### src/rtl/hazard_ctrl.sv
// hazard_ctrl: ID-stage hazard detector and trap sequencer.
// Tracks in-flight load destinations and stalls dependent instructions.
// Sequences branch flushes and the ECALL drain-then-trap redirect.
// Counts stall cycles for performance debug.
module hazard_ctrl #(
  parameter int NREG         = 32,
  parameter int DRAIN_CYCLES = 3,
  parameter int CNT_W        = 32
) (
  input  logic             clk,
  input  logic             rst_n,
  input  logic             id_valid,
  input  logic [31:0]      id_pc,
  input  logic [4:0]       id_rs1,
  input  logic [4:0]       id_rs2,
  input  logic             id_rs1_used,
  input  logic             id_rs2_used,
  input  logic [4:0]       id_rd,
  input  logic             id_rd_wen,
  input  logic             id_is_load,
  input  logic             id_is_ecall,
  input  logic             br_jmp_flag,
  input  logic             wb_we,
  input  logic [4:0]       wb_addr,
  input  logic             wb_is_load,
  output logic             stall_flag,
  output logic             flush_id,
  output logic             trap_req,
  output logic [31:0]      trap_pc,
  output logic [NREG-1:0]  sb_busy,
  output logic [CNT_W-1:0] stall_cnt
);

  // Drain counter must hold DRAIN_CYCLES; keep at least one bit.
  localparam int DW = (DRAIN_CYCLES < 1) ? 1 : $clog2(DRAIN_CYCLES + 1);

  typedef enum logic [1:0] {
    IDLE  = 2'd0,
    DRAIN = 2'd1,
    TRAP  = 2'd2
  } state_t;

  state_t            r_state;
  state_t            w_state_next;
  logic [DW-1:0]     r_drain_cnt;
  logic [DW-1:0]     w_drain_cnt_next;
  logic [DW-1:0]     w_drain_dec;
  logic              w_capture;
  logic              w_stall;
  logic              w_flush;
  logic              r_trap_req;
  logic [31:0]       r_trap_pc;
  logic [NREG-1:0]   r_sb_busy;
  logic [NREG-1:0]   w_sb_next;
  logic [NREG-1:0]   w_set_mask;
  logic [NREG-1:0]   w_clr_mask;
  logic [NREG-1:0]   w_busy_eff;
  logic [CNT_W-1:0]  r_stall_cnt;
  logic              w_sb_set;
  logic              w_sb_clr;
  logic              w_issue;
  logic              w_haz_rs1;
  logic              w_haz_rs2;
  logic              w_haz_rd;
  logic              w_hazard;

  // Issue only when the instruction really leaves ID this cycle; ECALL
  // never issues, it is consumed by the trap flow instead.
  assign w_issue  = id_valid & ~br_jmp_flag & ~stall_flag &
                    (r_state == IDLE) & ~id_is_ecall;
  assign w_sb_set = w_issue & id_is_load & id_rd_wen & (id_rd != 5'd0);
  assign w_sb_clr = wb_we & wb_is_load & (wb_addr != 5'd0);

  // One-hot set/clear masks per scoreboard bit.
  genvar gi;
  generate
    for (gi = 0; gi < NREG; gi++) begin : g_sb_mask
      assign w_set_mask[gi] = w_sb_set & (id_rd == 5'(gi));
      assign w_clr_mask[gi] = w_sb_clr & (wb_addr == 5'(gi));
    end
  endgenerate

  // A load being written back this cycle no longer blocks its consumer.
  assign w_busy_eff = r_sb_busy & ~w_clr_mask;
  // Set wins over clear when both target the same register.
  assign w_sb_next  = (r_sb_busy & ~w_clr_mask) | w_set_mask;

  assign w_haz_rs1 = id_rs1_used & (id_rs1 != 5'd0) & w_busy_eff[id_rs1];
  assign w_haz_rs2 = id_rs2_used & (id_rs2 != 5'd0) & w_busy_eff[id_rs2];
  assign w_haz_rd  = id_rd_wen   & (id_rd  != 5'd0) & w_busy_eff[id_rd];
  assign w_hazard  = id_valid & (w_haz_rs1 | w_haz_rs2 | w_haz_rd);

  assign w_drain_dec = (r_drain_cnt == '0) ? '0 : (r_drain_cnt - DW'(1));

  // Next-state and stall/flush decode; a taken branch overrides everything.
  always_comb begin
    w_state_next     = r_state;
    w_drain_cnt_next = r_drain_cnt;
    w_capture        = 1'b0;
    w_stall          = 1'b0;
    w_flush          = 1'b0;
    case (r_state)
      IDLE: begin
        if (br_jmp_flag) begin
          w_flush = 1'b1;
        end else if (w_hazard) begin
          w_stall = 1'b1;
        end else if (id_valid & id_is_ecall) begin
          w_capture        = 1'b1;
          w_drain_cnt_next = DW'(DRAIN_CYCLES);
          w_state_next     = DRAIN;
          w_stall          = 1'b1;
        end
      end
      DRAIN: begin
        if (br_jmp_flag) begin
          // Older branch resolved: the ECALL was on the wrong path.
          w_flush          = 1'b1;
          w_drain_cnt_next = '0;
          w_state_next     = IDLE;
        end else begin
          w_stall          = 1'b1;
          w_drain_cnt_next = w_drain_dec;
          if ((w_drain_dec == '0) && (r_sb_busy == '0)) begin
            w_state_next = TRAP;
          end
        end
      end
      TRAP: begin
        w_flush      = 1'b1;
        w_state_next = IDLE;
      end
      default: begin
        w_state_next = IDLE;
      end
    endcase
  end

  // Keep stall/flush quiet while reset is held, regardless of inputs.
  assign stall_flag = w_stall & rst_n;
  assign flush_id   = w_flush & rst_n;

  // FSM state, drain counter and the registered trap request.
  always_ff @(posedge clk or negedge rst_n) begin
    if (!rst_n) begin
      r_state     <= IDLE;
      r_drain_cnt <= '0;
      r_trap_req  <= 1'b0;
    end else begin
      r_state     <= w_state_next;
      r_drain_cnt <= w_drain_cnt_next;
      r_trap_req  <= (w_state_next == TRAP);
    end
  end

  // Capture the ECALL PC as the mepc value; held until the next ECALL.
  always_ff @(posedge clk or negedge rst_n) begin
    if (!rst_n) begin
      r_trap_pc <= 32'd0;
    end else if (w_capture) begin
      r_trap_pc <= id_pc;
    end
  end

  // Pending-load scoreboard.
  always_ff @(posedge clk or negedge rst_n) begin
    if (!rst_n) begin
      r_sb_busy <= '0;
    end else begin
      r_sb_busy <= w_sb_next;
    end
  end

  // Free-running stall-cycle counter, wraps naturally.
  always_ff @(posedge clk or negedge rst_n) begin
    if (!rst_n) begin
      r_stall_cnt <= '0;
    end else if (stall_flag) begin
      r_stall_cnt <= r_stall_cnt + CNT_W'(1);
    end
  end

  assign trap_req  = r_trap_req;
  assign trap_pc   = r_trap_pc;
  assign sb_busy   = r_sb_busy;
  assign stall_cnt = r_stall_cnt;

endmodule
### config.mk
export PLATFORM = sky130hd
export DESIGN_NAME = hazard_ctrl
export DESIGN_NICKNAME = d
export VERILOG_FILES = /design/src/rtl/hazard_ctrl.sv
export SDC_FILE = /design/constraint.sdc
export NUM_CORES = 1
export LEC_CHECK = 0
export BUFFER_PORTS_ARGS = -buffer_cell sky130_fd_sc_hd__buf_2
export CAP_MARGIN = 15
export CORE_ASPECT_RATIO = 0.75
export CORE_MARGIN = 2
export CORE_UTILIZATION = 41
export DETAILED_ROUTE_END_ITERATION = 7
export GPL_TIMING_DRIVEN = 1
export PLACE_DENSITY = 0.68
export SLEW_MARGIN = 30
export SYNTH_ARGS = -nofsm -noshare
export SYNTH_HDL_FRONTEND = slang
export SYNTH_SLANG_ARGS = --single-unit
### constraint.sdc
create_clock -name clk -period 3.2 [get_ports clk]
set_input_delay 0.48 -clock clk [delete_from_list [all_inputs] [get_ports clk]]
set_output_delay 0.48 -clock clk [all_outputs]
set_load 0.02 [all_outputs]
Yosys cells after proc, flatten, opt, wreduce, memory -nomap -nowiden. Cells that the tools add are included.

Word-level logic and storage cells: 212. Output and inout bits: 99. Register bits: 101.

$lt $le $gt $ge: 3. Bitwise logic cells: 91. Reductions and logical operators: 14. Add/subtract/negate cells: 2. Equality and inequality tests: 68. Multiplexer cells: 28.

Operators by type and width (count): equality test 5 bit (second input constant) (32); AND 1 bit (83); equality test 5 x 4 -> 1 bit (second input constant) (16); equality test 5 x 3 -> 1 bit (second input constant) (8); adder 32 x 1 -> 32 bit (second input constant) (1); AND 32 bit (1); logical NOT 32 bit (1); NOT 32 bit (1); bitwise OR 32 bit (1); equality test 5 x 2 -> 1 bit (second input constant) (4); two-way mux 2 bit (10); nonzero test 5 bit (4); less-than comparator 5 x 6 -> 1 bit (second input constant) (3); binary-select mux 1 bit (select 5 bit) (3); two-way mux 1 bit (11); equality test 5 x 1 -> 1 bit (second input constant) (2); logical NOT 5 bit (2); one-hot mux 2 bit (2 select lines) (2); logical NOT 2 bit (3); equality test 2 bit (second input constant) (2); inequality test 2 bit (second input constant) (2); one-hot mux 1 bit (2 select lines) (2); AND reduction 4 bit (1); NOT 1 bit (3); other kinds (7) (8).

Longest topological paths before layout.
Depth in word-level cells: 24. Depth in mapped cells: 11. Depth with buffers taken out: 9.

Worst setup path after synthesis. No wires, ideal clock.

Path type: input to output. From: in wb_addr[4]. To: out stall_flag. Arrival time: 2.683 ns. Stages: 9. Setup slack: 0.037 ns. Data required time: 2.720 ns. Path buffers: 1. Path through: or3b_1 buf_2 o21a_1 a2111oi_2 a2111oi_0 and3_1 or3_1 o32a_1 and2_4.

Cells in the longest elaborated chain, start to end: 15.

Ends and longest elaborated chain: from (decl) (line 24) `input logic [4:0] wb_addr,`; nonzero test 5 bit (line 72) `assign w_sb_clr = wb_we & wb_is_load & (wb_addr != 5'd0);`; AND 1 bit (line 72); AND 1 bit (line 79) `assign w_clr_mask[gi] = w_sb_clr & (wb_addr == 5'(gi));`; NOT 32 bit * (line 84) `assign w_busy_eff = r_sb_busy & ~w_clr_mask;`; AND 32 bit * (line 84); binary-select mux 1 bit (select 5 bit), on equally long branches (line 88, 89); two-way mux 1 bit, on equally long branches (line 88, 89); AND 1 bit, on equally long branches (line 88, 89); bitwise OR 1 bit (line 91) `assign w_hazard = id_valid & (w_haz_rs1 | w_haz_rs2 | w_haz_rd);`; bitwise OR 1 bit * (line 91); AND 1 bit * (line 91); two-way mux 1 bit * (line 106) `end else if (w_hazard) begin`; two-way mux 1 bit * (line 104) `if (br_jmp_flag) begin`; one-hot mux 1 bit (2 select lines) * (line 102) `case (r_state)`; AND 1 bit * (line 140) `assign stall_flag = w_stall & rst_n;`; to (decl) (line 26) `output logic stall_flag,`.

Mark *: on every way between the ends. The rest lies on a longest branch, timed or not. The select of a mux whose other input is x is not followed.

Final worst setup path.
From: in wb_addr[2]. To: out stall_flag.

The elaborated chain is that of the path after synthesis.

==> flow_metrics.tcl <==
set metrics [dict create \
    hpwlAfterDp_um 16000 \
    antenna_found_initial 0 \
    synthCells 533 \
    violations "setup timing" \
    root_buffer "clkbuf_16" \
    start_kind "primary input" \
    yosysMostFrequentCell "dfrtp_1" \
    finalInstanceArea_mm2 0.00750 \
    holdCritPathClass "in -> async" \
    worst_clock_skew_ns 0.0108 \
    die_w_um 137 \
    grt_start_max_net_pins 68 \
    yosys-top-cells-count "dfrtp_1 (101), o21ai_0 (47), nand3_1 (34), mux2_2 (32), xnor2_1 (30)" \
    worstPathRequired_ns 2.72 \
    insertion_delay_ns 0.36 \
    ys_async_sr_fraction_pct 100 \
    peakVddDrop_mv 0.423 \
    coreArea_mm2 0.0130 \
    utilization_pct 57.8 \
    numCtsBuffers 9 \
    p_per_area_mw_per_mm2 499 \
    end_kind "output pin" \
    cts.htree.levels 3 \
    cap_violations 0 \
    rsz0062_at_grt "yes" \
    crit_path_start "wb_addr[2]" \
    start_util_pct 42.0 \
    die_area_mm2 0.0142 \
    grt_overflow_total 0 \
    drtIter0Drc 557 \
    first_pass_iters 5 \
    status "complete, but fails checks" \
    synthTopCellsByArea "dfrtp_1 (46%), mux2_2 (6.6%), xnor2_1 (4.8%), o21ai_0 (4.3%), nand3_1 (3.1%)" \
    syn_area_mm2 0.00544 \
    cts_hold_buf 0 \
    finalWorstSetupSlack_ns -0.255 \
    place_congestion 0.969 \
    routedWlPerCell_um 22.0 \
    period_minus_slack_ns 3.46 \
    via_count 5620 \
    path_max_fanout 5 \
    drive_above_1_share_pct 42.1 \
    tightest_slew_ns 0.816 \
    post_drt_via_cell_ratio 5.93 \
    drc 0 \
    syn_avg_cell_area_um2 10.2 \
    row_count 36 \
    io_pins 162 \
    final-hold-violation-count 0 \
    grt.total_usage_pct 29.5 \
    seqPwrFrac_pct 42.3 \
    max_freq_mhz 289 \
    worstSetupPathType "in -> out" \
    cts.reportedPaths.clkPinSlew_ns 0.07 \
    diodes 0 \
    io_buffers 161 \
    synth-seq-cells 101 \
    synth_edf_count 0 \
    synth_top_area_share_pct 46.4 \
    grt_first_pass_wirelength_um 31500 \
    switching_share_pct 33.8 \
    placed_area_mm2 0.00708 \
    synth_cell_type_count 64 \
    r2r-start "sb_busy[30]$_DFF_PN0_" \
    routed_wl_um 20900 \
    arrival_ns 2.98 \
    cellInternalPower_uw 2480 \
    power.leakage_uw 0.00354 \
    max-clock-path-buffers 2 \
    synth_top_area_cell "dfrtp_1" \
    ys_warn_count 0 \
    final_antenna_net_count 0 \
    p_sw_uw 1270 \
    yosysSeqAreaShare_pct 46.4 \
    setup_violations 1 \
    clkPwrFrac_pct 31.6 \
    cts_tree "yes" \
    relSlewSlack_pct 45.6 \
    nNetsFinal 836 \
    combPwrFrac_pct 26.1 \
    drv_slew 0 \
    min_period_over_period_pct 108 \
    grt_pass1_vias 5332 \
    cts_sinks 101 \
    syn_nets 597 \
    synth_ff_type "dfrtp_1" \
    area_growth_pct 37.8 \
    die_h_um 104 \
]
[cells in the final DEF, fill, tap and decap left out, drive strengths merged, types with 3 or more instances in the layout]
master   Yosys  layout
nor2        16      16
mux4         3       3
o31ai       15      15
and2         8       8
nand3b       6       6
mux2        33      33
nand4       22      22
buf         10     259
inv          6       9
nor4         8       8
xnor2       30      30
or3b         3       3
nor3         6       6
and3        15      15
nand3       34      34
or3          5       5
o211ai      19      19
a21oi        9       9
o2111ai      5       5
a41oi        4       4
nand2b      10      10
a22oi        3       3
dfrtp      101     101
and4         8       8
o22ai        6       6
clkinv       1       3
mux2i        7       7
clkbuf      21       9
nand2       26      26
o21a         3       3
o21ai       49      49
nand4b       3       3
nor2b        7       7
[critical path: stages]
cell,delay [ns]
buf_8,0.10
buf_6,0.11
or3b_4,0.40
o21ai_2,0.17
mux2i_1,0.11
o311a_1,0.39
and3_4,0.16
or3_1,0.34
o32a_1,0.41
and2_4,0.17
buf_6,0.12
[per-stage QoR]
step	power (uW)	worst slack [ns]	setup TNS, ns	hold WS (ns)	instances
detailed placement	2560	-0.365	-14.33	0.474	929
CTS	3760	-0.233	-0.233	0.335	947
global placement	2540	-0.381	-14.46	0.461	929
finish	3750	-0.255	-0.255	0.306	948
floorplan	2100	0.0375	0	0.184	533
global route	3900	-0.298	-0.298	0.332	948
[flip-flops by register name, indices dropped and copies added, names as in the netlist]
register,cells
r_drain_cnt,2
r_state,2
sb_busy,32
stall_cnt,32
trap_pc,32
trap_req,1
[worst paths after layout]
path	endpoint	slack, ns	cells past startpoint
worst min-delay path	trap_pc[23]$_DFFE_PN0P_	0.31	2
worst min register to register	stall_cnt[31]$_DFFE_PN0P_	0.48	1
max in group asynchronous	sb_busy[21]$_DFF_PN0_	1.79	3
min in group clk	trap_pc[21]$_DFFE_PN0P_	0.34	2
worst max register to register	trap_pc[28]$_DFFE_PN0P_	0.27	11
worst max-delay path	stall_flag	-0.26	11
[final cells by class]
type,count,area (um2)
Fill cell,1169,5470
Multi-Input combinational cell,394,2810
Sequential cell,101,2530
Timing Repair Buffer,259,1610
Clock buffer,9,225
Tap cell,171,214
Clock inverter,7,92.6
Inverter,7,26.3
[metal layers]
| metal | vias up | GRT usage (%) | part of all wire [%] |
|---|---|---|---|
| met5 | - | 0 | 0 |
| met1 | 2765 | 44.4 | 46 |
| li1 | 2508 | - | - |
| met2 | 318 | 40.7 | 41 |
| met4 | 0 | 8.25 | 1.9 |
| met3 | 29 | 8.86 | 11 |
[power by group through the flow]
stage | logic (uW) | clock network (uW) | registers (uW)
after CTS | 971 | 1210 | 1580
final | 979 | 1180 | 1580
after floorplan | 332 | 0 | 1770
after detailed placement | 962 | 0 | 1600
after global routing | 1040 | 1250 | 1600
after global placement | 948 | 0 | 1590
[what timing repair did]
item,CTS,global route
pin swaps,7,8
gates resized for setup,18,13
cloned,0,0
buffers inserted,2,1
setup endpoints to repair,1,1
hold endpoints to repair,0,0
[kinds of logic (layout without fill, tap and decap cells)]
kind of cell               Yosys count  after routing  share of synthesized area, %
adders and majority gates            1              1                         0.230
and+or+nand+nor                    182            182                          19.1
AOI/OAI and AO/OA                  137            137                          17.0
muxes                               43             43                          9.43
xor gates and xnor gates            31             31                          4.99
buffers and inverters               38            282                          2.83
DFF                                101            101                          46.4
(Power assumes the default switching activity.)
